File: src/rtl/pipeline_ctrl.sv
// Hazard/flush controller for the 4-stage pipe: register scoreboard, RAW stalls, branch flush, memory freeze.
// Optional PIPE_CTRL_PERF_EN adds a saturating hazard-stall cycle counter.
module pipeline_ctrl #(
   parameter int unsigned FLUSH_CYCLES = 2
) (
   input  logic        clk,
   input  logic        rst_n,
   input  logic        sync_rst,
   input  logic        dec_valid,
   input  logic [3:0]  dec_rs1_addr,
   input  logic [3:0]  dec_rs2_addr,
   input  logic        dec_rs1_used,
   input  logic        dec_rs2_used,
   input  logic [3:0]  dec_rd_addr,
   input  logic        dec_rd_we,
   input  logic        ex_branch_taken,
   input  logic        mem_busy,
   input  logic        wb_we,
   input  logic [3:0]  wb_rd_addr,
   output logic        pipe_clk_en,
   output logic        fd_clk_en,
   output logic        dec_invalidate,
   output logic        flushing,
   output logic [15:0] scoreboard,
   output logic [15:0] perf_stall_cnt
);

   localparam int unsigned NREG = 16;
   localparam int unsigned CW   = 4;
   localparam int unsigned PW   = 16;
   localparam bit             FLUSH_EN   = (FLUSH_CYCLES > 1);
   localparam logic [CW-1:0]  FLUSH_LOAD = CW'(FLUSH_EN ? FLUSH_CYCLES - 2 : 0);

   typedef enum logic {RUN, FLUSH} state_e;

   state_e          state_q, state_d;
   logic [CW-1:0]   flush_cnt_q, flush_cnt_d;
   logic [NREG-1:0] sb_q, sb_d;
   logic            flushing_q, flushing_d;
   logic            hazard_c;
   logic            issue_c;
   logic            stall_c;

   // Source hit on a pending write; register 0 is never a hazard.
   always_comb begin
      hazard_c = dec_valid &
                 ((dec_rs1_used & (dec_rs1_addr != '0) & sb_q[dec_rs1_addr]) |
                  (dec_rs2_used & (dec_rs2_addr != '0) & sb_q[dec_rs2_addr]));
   end

   // A taken branch overrides the stall so fetch moves to the target.
   assign stall_c        = hazard_c & (state_q == RUN) & ~ex_branch_taken;
   assign pipe_clk_en    = rst_n & ~mem_busy;
   assign fd_clk_en      = rst_n & ~mem_busy & ~stall_c;
   assign dec_invalidate = ~rst_n | sync_rst | hazard_c | ex_branch_taken | (state_q == FLUSH);
   assign issue_c        = dec_valid & pipe_clk_en & ~dec_invalidate;

   // Next state: everything frozen while memory is busy; set beats clear.
   always_comb begin
      state_d     = state_q;
      flush_cnt_d = flush_cnt_q;
      sb_d        = sb_q;
      if (sync_rst) begin
         state_d     = RUN;
         flush_cnt_d = '0;
         sb_d        = '0;
      end else if (pipe_clk_en) begin
         if (wb_we) begin
            sb_d[wb_rd_addr] = 1'b0;
         end
         if (issue_c && dec_rd_we && (dec_rd_addr != '0)) begin
            sb_d[dec_rd_addr] = 1'b1;
         end
         if (ex_branch_taken) begin
            if (FLUSH_EN) begin
               state_d     = FLUSH;
               flush_cnt_d = FLUSH_LOAD;
            end
         end else if (state_q == FLUSH) begin
            if (flush_cnt_q == '0) begin
               state_d = RUN;
            end else begin
               flush_cnt_d = flush_cnt_q - CW'(1);
            end
         end
      end
      sb_d[0]    = 1'b0;
      flushing_d = (state_d == FLUSH);
   end

   always_ff @(posedge clk or negedge rst_n) begin
      if (!rst_n) begin
         state_q     <= RUN;
         flush_cnt_q <= '0;
         sb_q        <= '0;
         flushing_q  <= 1'b0;
      end else begin
         state_q     <= state_d;
         flush_cnt_q <= flush_cnt_d;
         sb_q        <= sb_d;
         flushing_q  <= flushing_d;
      end
   end

   assign scoreboard = sb_q;
   assign flushing   = flushing_q;

`ifdef PIPE_CTRL_PERF_EN
   logic [PW-1:0] perf_q, perf_d;

   // Counts true hazard stalls only, saturating at all-ones.
   always_comb begin
      perf_d = perf_q;
      if (sync_rst) begin
         perf_d = '0;
      end else if (hazard_c && !fd_clk_en && !mem_busy && (perf_q != '1)) begin
         perf_d = perf_q + PW'(1);
      end
   end

   always_ff @(posedge clk or negedge rst_n) begin
      if (!rst_n) begin
         perf_q <= '0;
      end else begin
         perf_q <= perf_d;
      end
   end

   assign perf_stall_cnt = perf_q;
`else
   assign perf_stall_cnt = '0;
`endif

endmodule

File: config.mk
export PLATFORM = sky130hd
export DESIGN_NAME = pipeline_ctrl
export DESIGN_NICKNAME = d
export VERILOG_FILES = /design/src/rtl/pipeline_ctrl.sv
export SDC_FILE = /design/constraint.sdc
export NUM_CORES = 1
export LEC_CHECK = 0
export CORE_ASPECT_RATIO = 2
export CORE_MARGIN = 3
export CORE_UTILIZATION = 45
export DETAILED_ROUTE_END_ITERATION = 16
export PLACE_DENSITY = 0.81
export SYNTH_ARGS = -nofsm -noshare
export SYNTH_HDL_FRONTEND = slang
export SYNTH_SLANG_ARGS = --single-unit
File: constraint.sdc
create_clock -name clk -period 2.15 [get_ports clk]
set_input_delay 0.3225 -clock clk [delete_from_list [all_inputs] [get_ports clk]]
set_output_delay 0.3225 -clock clk [all_outputs]
set_load 0.03 [all_outputs]
==> impl_metrics.py <==
metrics = {
    "critical_path": {
        "cp_cell_sequence": "mux4_2 > o22ai_2 > a311o_2 > nand3_4 > buf_12 > a31oi_4 > buf_6",
        "cpMaxStageDelayCell": "mux4_2",
        "worstSetupPathType": "reg2out",
        "cp-end-kind": "output port",
        "r2r-start": "scoreboard[13]$_DFFE_PN0P_",
        "required_ns": 1.83,
        "cpPeakStageDelay_ns": 0.48,
        "critPathLaunchType": "flop",
        "ff2ff_path_depth": 7,
        "path_buf_inv": 2,
        "critical-path-top-delay-family": "multiplexers",
        "path_depth": 7,
        "r2r_setup_slack_ns": -0.04,
        "cp.arrival_ns": 1.98,
        "r2r-end": "scoreboard[1]$_DFFE_PN0P_",
        "path_max_fanout": 3,
    },
    "yosys": {
        "synth_edf_count": 0,
        "synth-seq-area-share_pct": 29.9,
        "ys.flop_type": "dfrtp_1",
        "synth_top_area_share_pct": 29.9,
        "yosys-top-cells-count": "dfrtp_1, nand2_1, buf_4, nand3b_1, nor2_1",
        "ys_top_cells_by_area": "dfrtp_1, buf_4, o41ai_2, nand3b_1, nand2_1",
        "yosys_warnings": 0,
        "syn_inst": 178,
        "yosysTopAreaCell": "dfrtp_1",
        "synthArstFlopShare_pct": 100,
        "ys_seq_elements": 20,
        "avgSynthCellArea_um2": 9.41,
        "post_synth_num_cell_types": 41,
        "syn_area_mm2": 0.00168,
    },
    "job": {
        "maxCapViolCount": 0,
    },
    "layout": {
        "layout-area-overhead-vs-synth_pct": 46.3,
        "nets": 275,
        "insertedDiodeCount": 0,
        "drive_above_1_share_pct": 26.8,
        "stdcell_count": 294,
        "final_util_pct": 70.2,
    },
    "route": {
        "vias_per_cell": 5.57,
        "routed_wl_um": 5020,
        "drc": 0,
        "dr.pass1.iters": 4,
        "vias": 1639,
        "ant_nets": 0,
        "wl_per_cell_um": 17.1,
        "drt_iter0_drc": 68,
    },
    "timing": {
        "setup_ws_ns": -0.151,
        "maxSlewViolCount": 0,
        "maxSlewHeadroom_pct": 58.2,
        "fin_worst_skew_ns": 0.00223,
        "worstMarginPinSlew_ns": 0.621,
        "tns_ns": -0.258,
        "finalCritPeriodShare_pct": 107,
        "fin_crit_ns": 2.30,
        "setup_violations": 3,
        "fmax_ghz": 0.435,
        "hold_violations": 0,
        "grt_setup_unrepaired": "true",
    },
    "power_and_ir_drop": {
        "vdd_drop_max_uv": 354,
        "p_per_area_mw_per_mm2": 373,
        "total_power_uw": 915,
        "leakagePower_uw": 0.00115,
    },
    "place": {
        "post-place-ws_ns": -0.772,
        "dp_cells": 289,
        "dp_hpwl_um": 3850,
        "gp_congestion": 0.876,
        "port_buffers": 44,
    },
    "run_status": {
        "violations": "negative setup slack",
        "run_status": "finished with violations",
    },
    "clock_network": {
        "htree_levels": 1,
        "cts_buffers": 3,
        "clockBufferDepth": 2,
        "cts_tree": "yes",
        "root_buffer": "clkbuf_8",
        "clk_latency_ns": 0.26,
        "cts_hold_buf": 0,
        "cts_num_sinks": 20,
        "clk_pin_slew_worst_paths_ns": 0.07,
    },
    "global_route": {
        "grt_pass1_wl_um": 7590,
        "grt_max_degree": 21,
        "grt_pass1_vias": 1606,
        "grt.overflow.total": 0,
        "grt_usage_pct": 21.8,
        "antenna_found_initial": 0,
    },
    "floorplan": {
        "die_y_um": 92.3,
        "ios": 62,
        "die_w_um": 49.1,
        "rows": 30,
        "start_util_pct": 48.0,
        "die_area_mm2": 0.00454,
        "core_mm2": 0.00349,
    },
    "hold_path": {
        "hold_class": "in2async",
    },
}
## state kept, by name, summed over array words and instances, names as in the netlist
register / flops
flushing: 1
scoreboard: 15
flush_cnt_q: 4
## metal layers
layer | global-route usage (%) | routed length, um
met4 | 6.89 | 126
met1 | 21.5 | 1770
met5 | 0 | 0
met3 | 1.93 | 240
met2 | 45.0 | 2880
## timing repair
| action | in CTS | in global routing |
|---|---|---|
| setup buffers | 1 | 0 |
| gates resized for setup | 18 | 11 |
| endpoints found under the setup margin | 17 | 16 |
| pin swaps | 5 | 3 |
## where the power goes
group          internal [uW]  switching [uW]  total, uW
Clock                    163             118        281
Combinational           97.7             157        254
Sequential               377            2.15        380
Total                    638             277        915
## through the flow
stage | hold WS [ns] | area, um2
detailed placement | 0.550 | 2280
global route | 0.465 | 2450
floorplan | 0.0269 | 1750
CTS | 0.473 | 2380
finish | 0.450 | 2450
global placement | 0.528 | 2280
## placed cells by master (no fill, tap or decap), types with 3 or more instances in the layout
cell,count
a21oi_1,4
a2bb2oi_1,4
a31oi_1,3
buf_4,29
clkbuf_8,4
clkdlybuf4s50_1,36
conb_1,17
dfrtp_1,17
dfrtp_2,3
dlygate4sd2_1,3
inv_1,5
mux2i_1,6
mux4_2,3
nand2_1,20
nand2b_1,9
nand3b_1,15
nand4_1,5
nor2_1,13
nor3b_1,3
o41ai_2,11
o41ai_4,4
## worst max-delay path by stage
stage | slack, ns | start | to
floorplan | 0.005 | scoreboard[5]$_DFFE_PN0P_ | dec_invalidate
global placement | -0.77 | dec_rs2_addr[0] | dec_invalidate
detailed placement | -0.77 | dec_rs1_addr[1] | dec_invalidate
CTS | -0.17 | scoreboard[13]$_DFFE_PN0P_ | fd_clk_en
global route | -0.20 | scoreboard[13]$_DFFE_PN0P_ | fd_clk_en
finish | -0.15 | scoreboard[13]$_DFFE_PN0P_ | fd_clk_en
## final cells by class
cell class              count  area (um2)
flip-flops and latches     20         504
inverters                   5        18.8
clock buffers               4        55.1
well taps                  48        60.1
repair buffers             73         664
fillers                   281        1040
multi-input cells         144        1150
## cell families (layout without fill, tap and decap cells)
family                   after synthesis  count (layout)  share of synthesized area (%)
AO/OA/AOI/OAI                         38              38                           22.3
flip-flops                            20              20                           29.9
adder cells (fa/ha/maj)                2               2                           1.49
multiplexers                          12              12                           9.63
other                                  1              17                          0.224
buffers and inverters                 30              82                           11.6
AND/OR/NAND/NOR                       75              75                           24.9
Power figures use the tool's default switching activity.
